[src/rtl/mips_pkg.sv]
// Shared MIPS pipeline definitions: ALU control codes and the ID/EX latch layout.
package mips_pkg;

  typedef enum logic [3:0] {
    ALU_AND    = 4'd0,
    ALU_OR     = 4'd1,
    ALU_ADD    = 4'd2,
    ALU_SUB    = 4'd3,
    ALU_SLT    = 4'd4,
    ALU_SLL    = 4'd5,
    ALU_SLLV   = 4'd6,
    ALU_XOR    = 4'd7,
    ALU_NOR    = 4'd8,
    ALU_SLTU   = 4'd9,
    ALU_SRL    = 4'd10,
    ALU_SRLV   = 4'd11,
    ALU_SRA    = 4'd12,
    ALU_SRAV   = 4'd13,
    ALU_PASS_A = 4'd14,
    ALU_PASS_B = 4'd15
  } alu_ctrl_e;

  // A bubble decodes as a harmless ADD so downstream never sees an undefined op.
  localparam alu_ctrl_e BUBBLE_CTRL = ALU_ADD;
  localparam alu_ctrl_e RESET_CTRL  = ALU_AND;

  typedef struct packed {
    logic        valid;
    logic        reg_write;
    alu_ctrl_e   alu_ctrl;
    logic [4:0]  rs_addr;
    logic [4:0]  rt_addr;
    logic [4:0]  rd_addr;
    logic        src_a_imm;
    logic        src_b_imm;
    logic [31:0] rs_data;
    logic [31:0] rt_data;
    logic [31:0] imm;
  } id_ex_t;

  function automatic id_ex_t empty_stage(input alu_ctrl_e ctrl);
    id_ex_t s;
    s          = '0;
    s.alu_ctrl = ctrl;
    return s;
  endfunction

endpackage

[src/rtl/id_ex_operand_stage_fwd_mux.sv]
// Operand selector for one ALU input: immediate, forwarded result or latched register data.
// Forwarding paths exist only when FORWARDING_EN is defined.
module fwd_mux (
  input  logic [4:0]  reg_addr,
  input  logic [31:0] reg_data,
  input  logic [31:0] imm,
  input  logic        sel_imm,
  input  logic        exmem_wr,
  input  logic [4:0]  exmem_rd,
  input  logic [31:0] exmem_res,
  input  logic        memwb_wr,
  input  logic [4:0]  memwb_rd,
  input  logic [31:0] memwb_res,
  output logic [31:0] operand,
  output logic [31:0] fwd_data
);

`ifdef FORWARDING_EN
  // Register 0 is hard-wired, so a producer targeting it must never be forwarded.
  always_comb begin
    fwd_data = reg_data;
    if (reg_addr != '0) begin
      if (exmem_wr && (exmem_rd == reg_addr)) begin
        fwd_data = exmem_res;
      end else if (memwb_wr && (memwb_rd == reg_addr)) begin
        fwd_data = memwb_res;
      end
    end
  end
`else
  logic unused_fwd;
  assign unused_fwd = ^{reg_addr, exmem_wr, exmem_rd, exmem_res,
                        memwb_wr, memwb_rd, memwb_res};
  always_comb begin
    fwd_data = reg_data;
  end
`endif

  assign operand = sel_imm ? imm : fwd_data;

endmodule

[src/rtl/id_ex_operand_stage.sv]
// ID/EX pipeline register with operand selection for the ALU (stall, flush, bubble).
// Optional EX/MEM and MEM/WB forwarding is enabled by defining FORWARDING_EN.
module id_ex_operand_stage
  import mips_pkg::*;
(
  input  logic        i_clk,
  input  logic        i_rst_n,
  input  logic        i_stall,
  input  logic        i_flush,
  input  logic        i_valid,
  input  logic        i_reg_write,
  input  logic [31:0] i_rs_data,
  input  logic [31:0] i_rt_data,
  input  logic [31:0] i_imm,
  input  logic [4:0]  i_rs_addr,
  input  logic [4:0]  i_rt_addr,
  input  logic [4:0]  i_rd_addr,
  input  logic [3:0]  i_alu_ctrl,
  input  logic        i_src_b_imm,
  input  logic        i_src_a_imm,
  input  logic        i_exmem_wr,
  input  logic        i_memwb_wr,
  input  logic [4:0]  i_exmem_rd,
  input  logic [4:0]  i_memwb_rd,
  input  logic [31:0] i_exmem_res,
  input  logic [31:0] i_memwb_res,
  output logic [31:0] o_op_a,
  output logic [31:0] o_op_b,
  output logic [31:0] o_store_data,
  output logic [3:0]  o_alu_ctrl,
  output logic [4:0]  o_rd_addr,
  output logic        o_reg_write,
  output logic        o_valid
);

  id_ex_t stage_q;
  id_ex_t stage_d;

  // Flush takes priority over stall so a squashed instruction cannot be held.
  always_comb begin
    stage_d = stage_q;
    if (i_flush) begin
      stage_d = empty_stage(BUBBLE_CTRL);
    end else if (!i_stall) begin
      stage_d.valid     = i_valid;
      stage_d.reg_write = i_reg_write;
      stage_d.alu_ctrl  = alu_ctrl_e'(i_alu_ctrl);
      stage_d.rs_addr   = i_rs_addr;
      stage_d.rt_addr   = i_rt_addr;
      stage_d.rd_addr   = i_rd_addr;
      stage_d.src_a_imm = i_src_a_imm;
      stage_d.src_b_imm = i_src_b_imm;
      stage_d.rs_data   = i_rs_data;
      stage_d.rt_data   = i_rt_data;
      stage_d.imm       = i_imm;
    end
  end

  always_ff @(posedge i_clk or negedge i_rst_n) begin
    if (!i_rst_n) begin
      stage_q <= empty_stage(RESET_CTRL);
    end else begin
      stage_q <= stage_d;
    end
  end

  logic [31:0] fwd_b;
  logic [31:0] unused_fwd_a;

  fwd_mux u_fwd_a (
    .reg_addr  (stage_q.rs_addr),
    .reg_data  (stage_q.rs_data),
    .imm       (stage_q.imm),
    .sel_imm   (stage_q.src_a_imm),
    .exmem_wr  (i_exmem_wr),
    .exmem_rd  (i_exmem_rd),
    .exmem_res (i_exmem_res),
    .memwb_wr  (i_memwb_wr),
    .memwb_rd  (i_memwb_rd),
    .memwb_res (i_memwb_res),
    .operand   (o_op_a),
    .fwd_data  (unused_fwd_a)
  );

  fwd_mux u_fwd_b (
    .reg_addr  (stage_q.rt_addr),
    .reg_data  (stage_q.rt_data),
    .imm       (stage_q.imm),
    .sel_imm   (stage_q.src_b_imm),
    .exmem_wr  (i_exmem_wr),
    .exmem_rd  (i_exmem_rd),
    .exmem_res (i_exmem_res),
    .memwb_wr  (i_memwb_wr),
    .memwb_rd  (i_memwb_rd),
    .memwb_res (i_memwb_res),
    .operand   (o_op_b),
    .fwd_data  (fwd_b)
  );

  assign o_store_data = fwd_b;
  assign o_alu_ctrl   = stage_q.alu_ctrl;
  assign o_rd_addr    = stage_q.rd_addr;
  assign o_valid      = stage_q.valid;
  assign o_reg_write  = stage_q.valid & stage_q.reg_write;

endmodule

[config.mk]
export PLATFORM = sky130hd
export DESIGN_NAME = id_ex_operand_stage
export DESIGN_NICKNAME = d
export VERILOG_FILES = /design/src/rtl/mips_pkg.sv /design/src/rtl/id_ex_operand_stage_fwd_mux.sv /design/src/rtl/id_ex_operand_stage.sv
export SDC_FILE = /design/constraint.sdc
export NUM_CORES = 1
export LEC_CHECK = 0
export BUFFER_PORTS_ARGS = -buffer_cell sky130_fd_sc_hd__buf_2
export CORE_AREA = 2 2 119 121
export CTS_CLUSTER_SIZE = 40
export DETAILED_ROUTE_END_ITERATION = 16
export DIE_AREA = 0 0 121 123
export PLACE_DENSITY = 0.85
export SLEW_MARGIN = 20
export SYNTH_ARGS = -nofsm -noshare
export SYNTH_HDL_FRONTEND = slang
export SYNTH_SLANG_ARGS = --single-unit
[constraint.sdc]
create_clock -name i_clk -period 2.55 [get_ports i_clk]
set_input_delay 0.255 -clock i_clk [delete_from_list [all_inputs] [get_ports i_clk]]
set_output_delay 0.255 -clock i_clk [all_outputs]
set_load 0.02 [all_outputs]
==> out/qor.json <==
{
  "avgRoutedWirePerCell": {"value": 15.0, "unit": "µm"},
  "finalWorstSetupSlack": {"value": 0.347, "unit": "ns"},
  "synthesis.yosys.warnings": {"value": 0},
  "worst_clock_skew": {"value": 0, "unit": "ns"},
  "combPwrFrac": {"value": 0.168},
  "die_h": {"value": 123, "unit": "µm"},
  "syn_avg_cell_area": {"value": 12.1, "unit": "µm²"},
  "cts_setup_buffers": {"value": 0},
  "ioPinCount": {"value": 306},
  "timing.fmax": {"value": 0.454, "unit": "GHz"},
  "worst_ep_required_time": {"value": 2.30, "unit": "ns"},
  "timing_hold_violations_final": {"value": 0},
  "die_area": {"value": 14900, "unit": "µm²"},
  "multi_input_comb_area": {"value": 2230, "unit": "µm²"},
  "clock_path_buffers": {"value": 2},
  "worstPathArrival": {"value": 1.95, "unit": "ns"},
  "remaining_drc_errors": {"value": 0},
  "cts_made_buffers": {"value": 9},
  "power.net_switching": {"value": 1.10, "unit": "mW"},
  "sequential_cell_area": {"value": 2730, "unit": "µm²"},
  "grt_max_degree": {"value": 60},
  "layout-drive-gt1-share": {"value": 0.395},
  "sequentialPowerShare": {"value": 0.451},
  "slew_headroom": {"value": 0.571},
  "groute.usage.overall": {"value": 0.164},
  "finalMaxSlewViolations": {"value": 0},
  "ant_nets": {"value": 0},
  "synthesis.nets": {"value": 664},
  "fp.dieW": {"value": 121, "unit": "µm"},
  "clockPowerShare": {"value": 0.380},
  "yosys_register_bits": {"value": 109},
  "grt_first_pass_wirelength": {"value": 19100, "unit": "µm"},
  "cts_max_level": {"value": 3},
  "reg2reg_depth": {"value": 2},
  "detailed_place_hpwl": {"value": 8700, "unit": "µm"},
  "seq_area_frac_synth": {"value": 0.485},
  "cellLeakagePower": {"value": 3.86, "unit": "nW"},
  "holdPathStages": {"value": 3},
  "yosys.cell_types.count": {"value": 13},
  "crit_path_max_fanout": {"value": 23},
  "ir_worst_vdd": {"value": 0.414, "unit": "mV"},
  "overflow": {"value": 0},
  "setup_viol_count_final": {"value": 0},
  "hold_slack": {"value": 0.146, "unit": "ns"},
  "clk_root_buffer_cell": {"value": "sky130_fd_sc_hd__clkbuf_16"},
  "wirelength": {"value": 12300, "unit": "µm"},
  "antenna_found_initial": {"value": 0},
  "drt_first_iter_violations": {"value": 131},
  "final_cell_mix": {"value": "sky130_fd_sc_hd__buf_2, sky130_fd_sc_hd__mux2i_1, sky130_fd_sc_hd__nor2_1"},
  "finalWorstPathRequiredPeriod": {"value": 2.20, "unit": "ns"},
  "cellInternalPower": {"value": 3.12, "unit": "mW"},
  "setup_tns": {"value": 0, "unit": "ns"},
  "mappedNetlistArea": {"value": 5620, "unit": "µm²"},
  "syn-instance-count": {"value": 465},
  "tritoncts": {"value": "built"},
  "switching_share": {"value": 0.262},
  "finalCoreUtilization": {"value": 0.498},
  "dr_total_vias": {"value": 3890},
  "outcome": {"value": "completed"},
  "min_path_type": {"value": "input pin to flip-flop"},
  "clk_latency": {"value": 0.34, "unit": "ns"},
  "initial_core_util": {"value": 0.413},
  "start_kind": {"value": "flip-flop"},
  "most_common_cell_after_layout_fill_and_taps_aside": {"value": "sky130_fd_sc_hd__buf_2"},
  "critPathCaptureType": {"value": "output port"},
  "rsz0062_at_grt": {"value": "no"},
  "via_per_inst": {"value": 4.77},
  "antenna_cells_inserted": {"value": 0},
  "place.port_buffers": {"value": 219},
  "num-nets-final": {"value": 830},
  "core.rowCount": {"value": 43},
  "pwr_density_cell": {"value": 623, "unit": "nW/µm²"},
  "dpl.cell_count": {"value": 799},
  "area_growth": {"value": 20.5, "unit": "%"},
  "stdcell_count": {"value": 816},
  "cts.repair.resized": {"value": 0},
  "drv_cap": {"value": 0},
  "place_ws": {"value": 0.664, "unit": "ns"},
  "floorplan_core_area": {"value": 13600, "unit": "µm²"},
  "first_global_vias": {"value": 3895},
  "fin_crit_sh": {"value": 0.864},
  "gp_congestion": {"value": 0.750},
  "filler_cell_count": {"value": 1235},
  "worst_pin_slew": {"value": 0.644, "unit": "ns"},
  "ws_path_type": {"value": "flip-flop to output port"},
  "worst_setup_hold_path_clk_slew": {"value": 0.07, "unit": "ns"},
  "drt-pass1-iter-count": {"value": 4},
  "numClockSinks": {"value": 109}
}
-- synth_stat cells --
master                     number  area share
sky130_fd_sc_hd__nor2_1       108       0.072
sky130_fd_sc_hd__buf_6          7       0.014
sky130_fd_sc_hd__clkbuf_1       9      0.0060
sky130_fd_sc_hd__dfrtp_1      109        0.49
sky130_fd_sc_hd__mux2_2         6       0.012
sky130_fd_sc_hd__buf_12        11       0.039
sky130_fd_sc_hd__mux2_1        58        0.12
sky130_fd_sc_hd__and2_1         1      0.0011
sky130_fd_sc_hd__nor2b_1        1      0.0011
sky130_fd_sc_hd__buf_4         41       0.055
sky130_fd_sc_hd__mux2i_1      108        0.19
sky130_fd_sc_hd__buf_2          5      0.0045
sky130_fd_sc_hd__a211o_1        1      0.0016
-- per-stage QoR --
step                area, µm²  power (mW)
floorplan                5620        2.44
global placement         6410        2.64
CTS                      6770        4.28
detailed placement       6410        2.66
global route             6770        4.43
finish                   6770        4.22
-- critical path, cell delays in order (launching register included) --
cell and delay [ns]:
sky130_fd_sc_hd__dfrtp_2 0.76, sky130_fd_sc_hd__buf_4 0.33, sky130_fd_sc_hd__mux2_1 0.34, sky130_fd_sc_hd__buf_2 0.17
-- repair_timing --
item,CTS,global route
hold endpoints to repair,50,0
endpoints found under the setup margin,0,0
hold buffers,1,0
-- sequential cells by signal (all words and copies together) (netlist names) --
| name | cells |
|---|---|
| o_alu_ctrl | 4 |
| o_rd_addr | 5 |
| o_valid | 1 |
| stage_q | 99 |
-- final timing paths --
check | start | end | slack, ns
min reg2reg | o_alu_ctrl[1] | o_alu_ctrl[1] | 0.50
max reg2reg | stage_q[96] | stage_q[96] | 1.45
max in group asynchronous | i_rst_n | stage_q[17] | 1.32
min in group asynchronous | i_rst_n | stage_q[117] | 0.49
min | i_imm[0] | stage_q[0] | 0.15
max | stage_q[96] | o_op_b[6] | 0.35
-- kinds of logic after synthesis --
logic type / synth area share
buf+inv: 0.118
simple gates: 0.0743
flops: 0.485
mux: 0.320
compound gates: 0.00156
-- per-layer routing --
metal	vias to the layer above	share of wire	wire length (µm)	GRT usage
li1	1847	-	-	-
met1	1885	0.41	5010	0.191
met2	150	0.50	6090	0.287
met3	8	0.086	1060	0.0627
met4	0	0.0081	99	0.0407
met5	-	0	0	0
-- area by class of cell --
| cell class | instances | share of cell area |
|---|---|---|
| flip-flops and latches | 109 | 0.403 |
| well taps | 180 | 0.0333 |
| clock inverters | 6 | 0.0163 |
| multi-input cells | 283 | 0.329 |
| repair buffers | 228 | 0.183 |
| clock buffers | 10 | 0.0353 |
-- power groups by stage --
stage / sequential [mW] / clock [mW] / combinational (mW)
2_1_floorplan: 1.90 / 0 / 0.542
3_3_place_gp: 1.93 / 0 / 0.709
3_5_place_dp: 1.94 / 0 / 0.721
4_1_cts: 1.91 / 1.65 / 0.724
5_1_grt: 1.92 / 1.73 / 0.774
6_report: 1.90 / 1.61 / 0.711
Note: power is estimated with default switching activity, not from simulation.
